File: src/rtl/stopwatch_bcd.sv
// Start/stop/clear stopwatch counting whole seconds as three BCD digits, saturating at MAX_SECONDS.
// Latency: control edges act one cycle after the input rises, all outputs registered; no backpressure.
module stopwatch_bcd #(
    parameter int TICKS_PER_SEC = 50000000,
    parameter int MAX_SECONDS   = 999
) (
    input  logic       Clock,
    input  logic       Reset,
    input  logic       Start,
    input  logic       Stop,
    input  logic       Clear,
    output logic [3:0] Ones,
    output logic [3:0] Tens,
    output logic [3:0] Hundreds,
    output logic       Running,
    output logic       Full,
    output logic       SecTick
);

    localparam int            PW    = $clog2(TICKS_PER_SEC);
    localparam logic [PW-1:0] TERM  = PW'(TICKS_PER_SEC - 1);
    localparam logic [3:0]    MAX_O = 4'(MAX_SECONDS % 10);
    localparam logic [3:0]    MAX_T = 4'((MAX_SECONDS / 10) % 10);
    localparam logic [3:0]    MAX_H = 4'(MAX_SECONDS / 100);

    typedef enum logic [1:0] {IDLE, RUN, PAUSED, FULL} state_t;

    state_t        state_q, state_d;
    logic          start_q, stop_q, clear_q;
    logic          start_edge, stop_edge, clear_edge;
    logic [PW-1:0] presc_q, presc_d;
    logic [3:0]    ones_q, ones_d, tens_q, tens_d, hund_q, hund_d;
    logic          running_q, running_d, full_q, full_d, tick_q, tick_d;

    assign start_edge = Start & ~start_q;
    assign stop_edge  = Stop  & ~stop_q;
    assign clear_edge = Clear & ~clear_q;

    // Edge registers reset high so a level held through reset never looks like a fresh press.
    always_ff @(posedge Clock or posedge Reset) begin
        if (Reset) begin
            state_q   <= IDLE;
            start_q   <= 1'b1;
            stop_q    <= 1'b1;
            clear_q   <= 1'b1;
            presc_q   <= '0;
            ones_q    <= 4'd0;
            tens_q    <= 4'd0;
            hund_q    <= 4'd0;
            running_q <= 1'b0;
            full_q    <= 1'b0;
            tick_q    <= 1'b0;
        end else begin
            state_q   <= state_d;
            start_q   <= Start;
            stop_q    <= Stop;
            clear_q   <= Clear;
            presc_q   <= presc_d;
            ones_q    <= ones_d;
            tens_q    <= tens_d;
            hund_q    <= hund_d;
            running_q <= running_d;
            full_q    <= full_d;
            tick_q    <= tick_d;
        end
    end

    always_comb begin
        state_d = state_q;
        presc_d = presc_q;
        ones_d  = ones_q;
        tens_d  = tens_q;
        hund_d  = hund_q;
        tick_d  = 1'b0;
        if (clear_edge) begin
            state_d = IDLE;
            presc_d = '0;
            ones_d  = 4'd0;
            tens_d  = 4'd0;
            hund_d  = 4'd0;
        end else begin
            case (state_q)
                IDLE: begin
                    presc_d = '0;
                    if (start_edge) state_d = RUN;
                end
                RUN: begin
                    if (presc_q == TERM) begin
                        presc_d = '0;
                        tick_d  = 1'b1;
                        if (ones_q == 4'd9) begin
                            ones_d = 4'd0;
                            if (tens_q == 4'd9) begin
                                tens_d = 4'd0;
                                hund_d = hund_q + 4'd1;
                            end else begin
                                tens_d = tens_q + 4'd1;
                            end
                        end else begin
                            ones_d = ones_q + 4'd1;
                        end
                    end else begin
                        presc_d = presc_q + PW'(1);
                    end
                    // Saturation wins over a coincident Stop; a Stop on the terminal cycle keeps its second.
                    if (ones_d == MAX_O && tens_d == MAX_T && hund_d == MAX_H) state_d = FULL;
                    else if (stop_edge)                                       state_d = PAUSED;
                end
                PAUSED: begin
                    if (start_edge) state_d = RUN;
                end
                FULL: begin
                    presc_d = '0;
                end
                default: state_d = IDLE;
            endcase
        end
    end

    always_comb begin
        running_d = (state_d == RUN);
        full_d    = (state_d == FULL);
    end

    assign Ones     = ones_q;
    assign Tens     = tens_q;
    assign Hundreds = hund_q;
    assign Running  = running_q;
    assign Full     = full_q;
    assign SecTick  = tick_q;

endmodule
File: config.mk
export PLATFORM = sky130hd
export DESIGN_NAME = stopwatch_bcd
export DESIGN_NICKNAME = d
export VERILOG_FILES = /design/src/rtl/stopwatch_bcd.sv
export SDC_FILE = /design/constraint.sdc
export NUM_CORES = 1
export LEC_CHECK = 0
export CAP_MARGIN = 20
export CELL_PAD_IN_SITES_DETAIL_PLACEMENT = 0
export CELL_PAD_IN_SITES_GLOBAL_PLACEMENT = 1
export CORE_ASPECT_RATIO = 1.4
export CORE_UTILIZATION = 48
export CTS_CLUSTER_SIZE = 30
export DETAILED_ROUTE_END_ITERATION = 8
export GPL_ROUTABILITY_DRIVEN = 0
export PLACE_DENSITY = 0.83
export RECOVER_POWER = 25
export SETUP_SLACK_MARGIN = 0.2
export SKIP_CTS_REPAIR_TIMING = 1
export SYNTH_ARGS = -nofsm -noshare
export SYNTH_HDL_FRONTEND = slang
export SYNTH_SLANG_ARGS = --single-unit
File: constraint.sdc
create_clock -name Clock -period 4.5 [get_ports Clock]
set_input_delay 1.125 -clock Clock [delete_from_list [all_inputs] [get_ports Clock]]
set_output_delay 1.125 -clock Clock [all_outputs]
set_load 0.02 [all_outputs]
==> results of run 1 <==
cell usage in the layout (no fill, tap or decap), types with 2 or more instances in the layout:
| cell | netlist | final |
|---|---|---|
| dfstp_2 | 3 | 3 |
| nor3b_1 | 3 | 3 |
| o21ai_0 | 21 | 21 |
| nand2b_1 | 4 | 4 |
| nor2b_1 | 5 | 5 |
| a21oi_1 | 7 | 7 |
| nor4_1 | 2 | 2 |
| mux2i_1 | 3 | 3 |
| xnor2_1 | 16 | 16 |
| nand4_1 | 12 | 12 |
| a31oi_1 | 4 | 4 |
| ha_1 | 6 | 6 |
| nor3_1 | 6 | 6 |
| dlygate4sd3_1 | 0 | 4 |
| inv_1 | 13 | 13 |
| nor2_1 | 53 | 53 |
| nand2_1 | 20 | 20 |
| and2_1 | 2 | 2 |
| clkbuf_8 | 0 | 8 |
| nor4bb_1 | 2 | 2 |
| nand3_1 | 15 | 15 |
| and3_1 | 3 | 3 |
| clkdlybuf4s50_1 | 0 | 15 |
| xor2_1 | 9 | 9 |
| a211oi_1 | 4 | 4 |
| and4_1 | 2 | 2 |
| buf_4 | 1 | 4 |
| dfrtp_1 | 43 | 43 |
worst paths after layout:
kind / from / end / cells after the start
max in group asynchronous: Reset / start_q / 3
min: presc_q[10] / presc_q[10] / 1
max reg2reg: presc_q[18] / Full / 7
min in group asynchronous: Reset / Tens[1] / 2
max: Clear / presc_q[24] / 9
min reg2reg: presc_q[10] / presc_q[10] / 1
cells in the mapped netlist (2+ instances only):
| cell type | n | share of area [%] |
|---|---|---|
| nor4_1 | 2 | 0.48 |
| dfstp_2 | 3 | 3.0 |
| a21oi_1 | 7 | 1.3 |
| ha_1 | 6 | 2.9 |
| nand2_1 | 20 | 2.9 |
| nand3_1 | 15 | 2.9 |
| clkbuf_1 | 6 | 0.86 |
| inv_1 | 13 | 1.9 |
| mux2i_1 | 3 | 1.1 |
| nor2_1 | 53 | 7.6 |
| a211oi_1 | 4 | 1.1 |
| nor4bb_1 | 2 | 0.76 |
| a31oi_1 | 4 | 0.95 |
| xnor2_1 | 16 | 5.3 |
| nand4_1 | 12 | 2.9 |
| and2_1 | 2 | 0.48 |
| xor2_1 | 9 | 3.0 |
| nor2b_1 | 5 | 1.2 |
| dfrtp_1 | 43 | 41 |
| and3_1 | 3 | 0.71 |
| o21ai_0 | 21 | 4.0 |
| nor3b_1 | 3 | 0.86 |
| buf_2 | 4 | 0.76 |
| nor3_1 | 6 | 1.1 |
| and4_1 | 2 | 0.67 |
| nand2b_1 | 4 | 0.95 |
flip-flops by register name (all words and copies together) (netlist names):
signal,flops
clear_q,1
Full,1
Running,1
presc_q,26
stop_q,1
SecTick,1
state_q,2
start_q,1
Ones,4
Tens,4
Hundreds,4
power by group:
group	switching [W]	internal [W]
clock	0.000139	0.000155
sequential	0.0000147	0.000429
combinational	0.000154	0.0000731
kinds of logic after synthesis:
kind of cell,Yosys count
buffers and inverters,24
and+or+nand+nor,140
adders and majority gates,6
DFF,46
AOI/OAI and AO/OA,47
xor gates and xnor gates,25
muxes,4
metrics by stage:
step                      cell area, µm²  util, %  power [W]  std cells
final                               3010     57.5   0.000966        379
after global routing                3010     57.5    0.00103        379
after CTS                           2990     57.1   0.000980        378
after detailed placement            2880     55.0   0.000682        370
after global placement              2880     55.0   0.000679        370
after floorplan                     2630        -   0.000610        292
final cells by class:
class / count / area [µm²] / share of cell area [%]
Timing Repair Buffer: 24 / 240 / 7.98
Tap cell: 66 / 82.6 / 2.74
Sequential cell: 46 / 1150 / 38.4
Clock buffer: 8 / 110 / 3.66
Multi-Input combinational cell: 222 / 1370 / 45.6
Inverter: 13 / 48.8 / 1.62
worst register-to-register path: stages, from the launching register on:
cell	delay (ns)
dfrtp_1	0.44
or4b_4	0.56
nor4_1	0.54
nand4_1	0.19
mux2_2	0.32
nor4b_2	0.38
a31o_2	0.24
nor2b_4	0.13
layer usage:
metal	routed length, µm	track usage, %
met4	87	7.07
met2	2840	37.2
met5	0	0
met3	134	3.83
met1	2430	25.0
==> metrics.md, run 1 <==
| Metric | Value |
|---|---|
| Result of the run | complete, no violations |
| Routed wire length per instance | 14.5 µm |
| Top-level port count | 20 |
| Initial standard-cell utilization of the core | 50.2% |
| DR pass1 iterations | 4 |
| Library cell appearing most often on the critical path | nor2_1 |
| Synth warnings | 0 |
| H-tree levels | 2 |
| Post-Route Skew | 0.00597 ns |
| Clock tree root driver cell | clkbuf_8 |
| EDFF count, synth | 0 |
| Total number of placement rows | 31 |
| Adder-Cell Fraction of Synth Area | 2.86% |
| Total negative slack for setup checks | 0 ns |
| Required time reported for the critical path endpoint | 4.69 ns |
| Clock-pin transition on the worst setup and hold timing paths | 0.09 ns |
| Initial drt markers | 97 |
| Pin count of the biggest net entering global routing | 47 |
| Register-to-register setup slack | 1.64 ns |
| Synth Cell Area | 2630 µm² |
| Max-slew violation count | 0 |
| Number of setup violations in the final report | 0 |
| Proportion of synthesized area in mux cells | 1.57% |
| Unrepaired setup endpoints after global routing | no |
| Area share of xor/xnor cells in the synthesized design | 8.33% |
| Worst Hold Class | reg2reg |
| Slew Limit Headroom | 58.7% |
| Die Span X | 64.5 µm |
| Actual slew at the worst max-slew pin | 0.615 ns |
| Count of cell types in the netlist | 50 |
| Hold Slack | 0.537 ns |
| Avg Synthesized Cell Area | 9.00 µm² |
| Critical path cell sequence | dlygate4sd3_1 > nand2b_1 > and3_1 > buf_4 > or4b_2 > nor2_1 > nand2_1 > xor2_1 > nor2_1 |
| Number of antenna repair diodes | 0 |
| Number of fillers in the final layout | 498 |
| Number of buffers inserted by port buffering | 19 |
| Total power density per cell area | 321 nW/µm² |
| Die area | 5780 µm² |
| Worst path top cell family by delay | simple AND/OR/NAND/NOR gates |
| Detailed placer's ending HPWL | 3950 µm |
| Post-synthesis compound-gate area fraction | 11.8% |
| Via count | 2067 |
| Global-route wire length before repair | 9060 µm |
| Number of max-cap violations | 0 |
| Clk sinks | 46 |
| Core Footprint | 5240 µm² |
| Post-synthesis sequential element count | 46 |
| Aggregate global routing overflow | 0 |
| Clock latency at the later pin of the worst-skew pair | 0.30 ns |
| Cell at the slowest stage of the critical path | or4b_2 |
| Period utilisation layout | 72.0% |
| Element type at the critical path start | primary input |
| Final-stage net count | 323 |
| Top achievable clock speed | 309 MHz |
| Antenna violations before repair | 0 |
| Wirelength, routed | 5490 µm |
| Net count after synthesis | 303 |
| IR Drop Worst-Case VDD | 0.000177 V |
| CP Data Arrival Time | 3.43 ns |
| Antenna Violating Nets Remaining | 0 |
| Share of post-route cells with drive strength above 1 | 8.63% |
| Combinational family with the most area after synthesis | simple AND/OR/NAND/NOR gates |
| Number of hold violations in the final report | 0 |
| Flip-flop cell with the highest count after synthesis | dfrtp_1 |
| Critical path start-end classification | in2reg |
| Leakage dissipation | 1.21 nW |
| Pre-CTS WS | 1.02 ns |
| Post-Synth Simple-Gate Area | 27.7% |
| GRT Total Usage | 20.8% |
| Maximum clock insertion buffer count | 2 |
| Slowest stage delay, CP | 0.73 ns |
| Drc violations | 0 |
| Biggest fanout along the worst timing path | 16 |
| Post-synthesis sequential area ratio | 44.0% |
| Async set-or-reset flop fraction in the synthesized netlist | 100% |
| Area overhead of the layout relative to synthesis | 14.6% |
| Vert. Die Dim | 89.5 µm |
| Critical path endpoint category | register |
| Gate count of the mapped netlist | 292 |
| Via-per-instance ratio | 5.45 |
| Shortest period the worst path allows | 3.24 ns |
| CTS tree | built |
| Number of buffers created by CTS | 5 |
| Number of global-route vias before repair | 1963 |
| CP Buf/Inv Count | 2 |
| Final worst slack | 1.26 ns |
Note: power is estimated with default switching activity, not from simulation.
==> run 2: changes to the inputs <==
CORE_UTILIZATION = 45   (was 48)
PLACE_DENSITY = 0.79   (was 0.83)
clock period = 3.1 ns   (was 4.5 ns; I/O delays follow)
==> metrics.md, run 2 (synthesis gave the netlist of run 1 again) <==
| Metric | Value |
|---|---|
| Most flops, register | presc_q |
| DR pass1 iterations | 4 (unchanged) |
| CTS tree | built |
| Unrepaired setup endpoints after global routing | no |
| Total power density per cell area | 451 nW/µm² (+41%) |
| Core Footprint | 5570 µm² (+6.3%) |
| IR Drop Worst-Case VDD | 0.000347 V (+96%) |
| Final Util | 54.5% (-3.0 points) |
| Number of global-route vias before repair | 2063 (+5.1%) |
| Leakage dissipation | 1.23 nW (+1.5%) |
| Clock tree root driver cell | clkbuf_8 |
| Clock-pin transition on the worst setup and hold timing paths | 0.09 ns (about the same) |
| Most frequent standard cell in the layout excluding fill and tap cells | nor2_1 |
| Die Span X | 66.6 µm (+3.2%) |
| Initial standard-cell utilization of the core | 47.2% (-3.0 points) |
| Wirelength, routed | 5670 µm (+3.3%) |
| Number of fillers in the final layout | 521 (+4.6%) |
| Number of buffers inserted by port buffering | 19 (unchanged) |
| Critical path start-end classification | reg2reg |
| Top-level port count | 20 (unchanged) |
| Slew Limit Headroom | 23.8% (-35 points) |
| Total negative slack for setup checks | 0 ns (unchanged) |
| Initial drt markers | 102 (+5.2%) |
| Antenna violations before repair | 0 (unchanged) |
| Period utilisation layout | 89.4% |
| Total number of placement rows | 32 (+3.2%) |
| Aggregate global routing overflow | 0 (unchanged) |
| Maximum clock insertion buffer count | 2 (unchanged) |
| Number of hold violations in the final report | 0 (unchanged) |
| Antenna Violating Nets Remaining | 0 (unchanged) |
| Global-route wire length before repair | 9470 µm (+4.6%) |
| Slowest stage delay, CP | 0.56 ns (-0.17 ns) |
| Via-per-instance ratio | 5.58 (+2.3%) |
| Register-to-register setup slack | 0.33 ns (-1.31 ns) |
| Post-Route Skew | 0.00790 ns (+0.00193 ns) |
| Highest-count cells in the layout ignoring fill and taps | nor2_1, dfrtp_1, o21ai_0, nand2_1, xnor2_1 |
| Routed wire length per instance | 14.6 µm (+0.86%) |
| Power consumption | 0.00137 W (+42%) |
| Clock latency at the later pin of the worst-skew pair | 0.30 ns (about the same) |
| Area overhead of the layout relative to synthesis | 15.4% |
| Biggest fanout along the worst timing path | 4 (-12) |
| Critical path endpoint category | register |
| Die area | 6150 µm² (+6.5%) |
| Number of antenna repair diodes | 0 (unchanged) |
| Drc violations | 0 (unchanged) |
| Actual slew at the worst max-slew pin | 1.14 ns (+0.529 ns) |
| Required time reported for the critical path endpoint | 3.28 ns (-1.41 ns) |
| Number of max-cap violations | 0 (unchanged) |
| CP Data Arrival Time | 2.95 ns (-0.48 ns) |
| Via count | 2165 (+4.7%) |
| Detailed placer's ending HPWL | 4130 µm (+4.6%) |
| Element type at the critical path start | register |
| Clk sinks | 46 (unchanged) |
| Max FFs per register | 26 (unchanged) |
| Top achievable clock speed | 361 MHz |
| Inst Count DP | 380 (+2.7%) |
| Max-slew violation count | 0 (unchanged) |
| Worst Hold Class | reg2reg |
| Final-stage net count | 330 (+2.2%) |
| Pin count of the biggest net entering global routing | 47 (unchanged) |
| Number of setup violations in the final report | 0 (unchanged) |
| Number of buffers created by CTS | 5 (unchanged) |
| Shortest period the worst path allows | 2.77 ns |
| Post-route non-filler standard cell count | 388 (+2.4%) |
| Share of post-route cells with drive strength above 1 | 10.3% (+1.7 points) |
| GRT Total Usage | 20.2% (-0.59 points) |
| Cell at the slowest stage of the critical path | or4b_4 |
| Result of the run | complete, no violations |
| Vert. Die Dim | 92.4 µm (+3.2%) |
| Critical path cell sequence | or4b_4 > or4_4 > or2_4 > o41ai_4 > a21oi_1 > a31o_2 > nor2b_4 |
| H-tree levels | 2 (unchanged) |
## run 2: changes by cell type in the layout (fill, tap and decap cells not counted), sizes merged
cell / previous run / this run
clkinv: 0 / 2
inv: 13 / 12
buf: 5 / 11
## run 2: per-stage QoR
stage	instance area [µm²]	setup slack (ns)	hold slack, ns
after floorplan	2630	0.512	0.466
after detailed placement	2940	0.217	0.505
after CTS	3030	0.331	0.522
after global routing	3030	0.242	0.545
final	3030	0.329	0.511
after global placement	2940	0.230	0.506
## run 2: path summary, 6_finish.rpt
kind,startpoint,endpoint,cells after the start
worst max-delay path,presc_q[18],Full,7
worst min-delay path,presc_q[22],presc_q[22],1
worst max register to register,presc_q[18],Full,7
worst min register to register,presc_q[22],presc_q[22],1
max in group asynchronous,Reset,Ones[1],3
min in group asynchronous,Reset,presc_q[18],3
## run 2: worst max-delay path, delay by kind of cell, from the launching register on
| family | cells | cell delay (ns) |
|---|---|---|
| AND/OR/NAND/NOR | 4 | 1.50 |
| AO/OA/AOI/OAI | 3 | 0.73 |
| flip-flops | 1 | 0.43 |
## run 2: layout make-up
| class | count | area (µm²) | share of cell area [%] |
|---|---|---|---|
| clock buffer | 7 | 86.3 | 2.85 |
| clock inverter | 1 | 5.00 | 0.165 |
| inverter | 13 | 48.8 | 1.61 |
| multi-input combinational | 222 | 1370 | 45.3 |
| sequential | 46 | 1150 | 38.1 |
| tap | 68 | 85.1 | 2.81 |
| timing repair buffer | 31 | 278 | 9.16 |
## run 2: layer usage
metal  up-vias  share of wire [%]  GRT usage [%]
li1       1079                  -              -
met1      1063                 43           22.8
met2        17                 54           37.0
met3         6                1.4           3.69
met4         0                1.3           6.21
met5         -                  0              0
## run 2: report_power, final
| group | switching, W | leakage (nW) | internal [W] |
|---|---|---|---|
| Sequential | 0.0000220 | 0.629 | 0.000623 |
| Combinational | 0.000229 | 0.551 | 0.000116 |
| Clock | 0.000196 | 0.0482 | 0.000180 |
| Total | 0.000447 | 1.23 | 0.000919 |
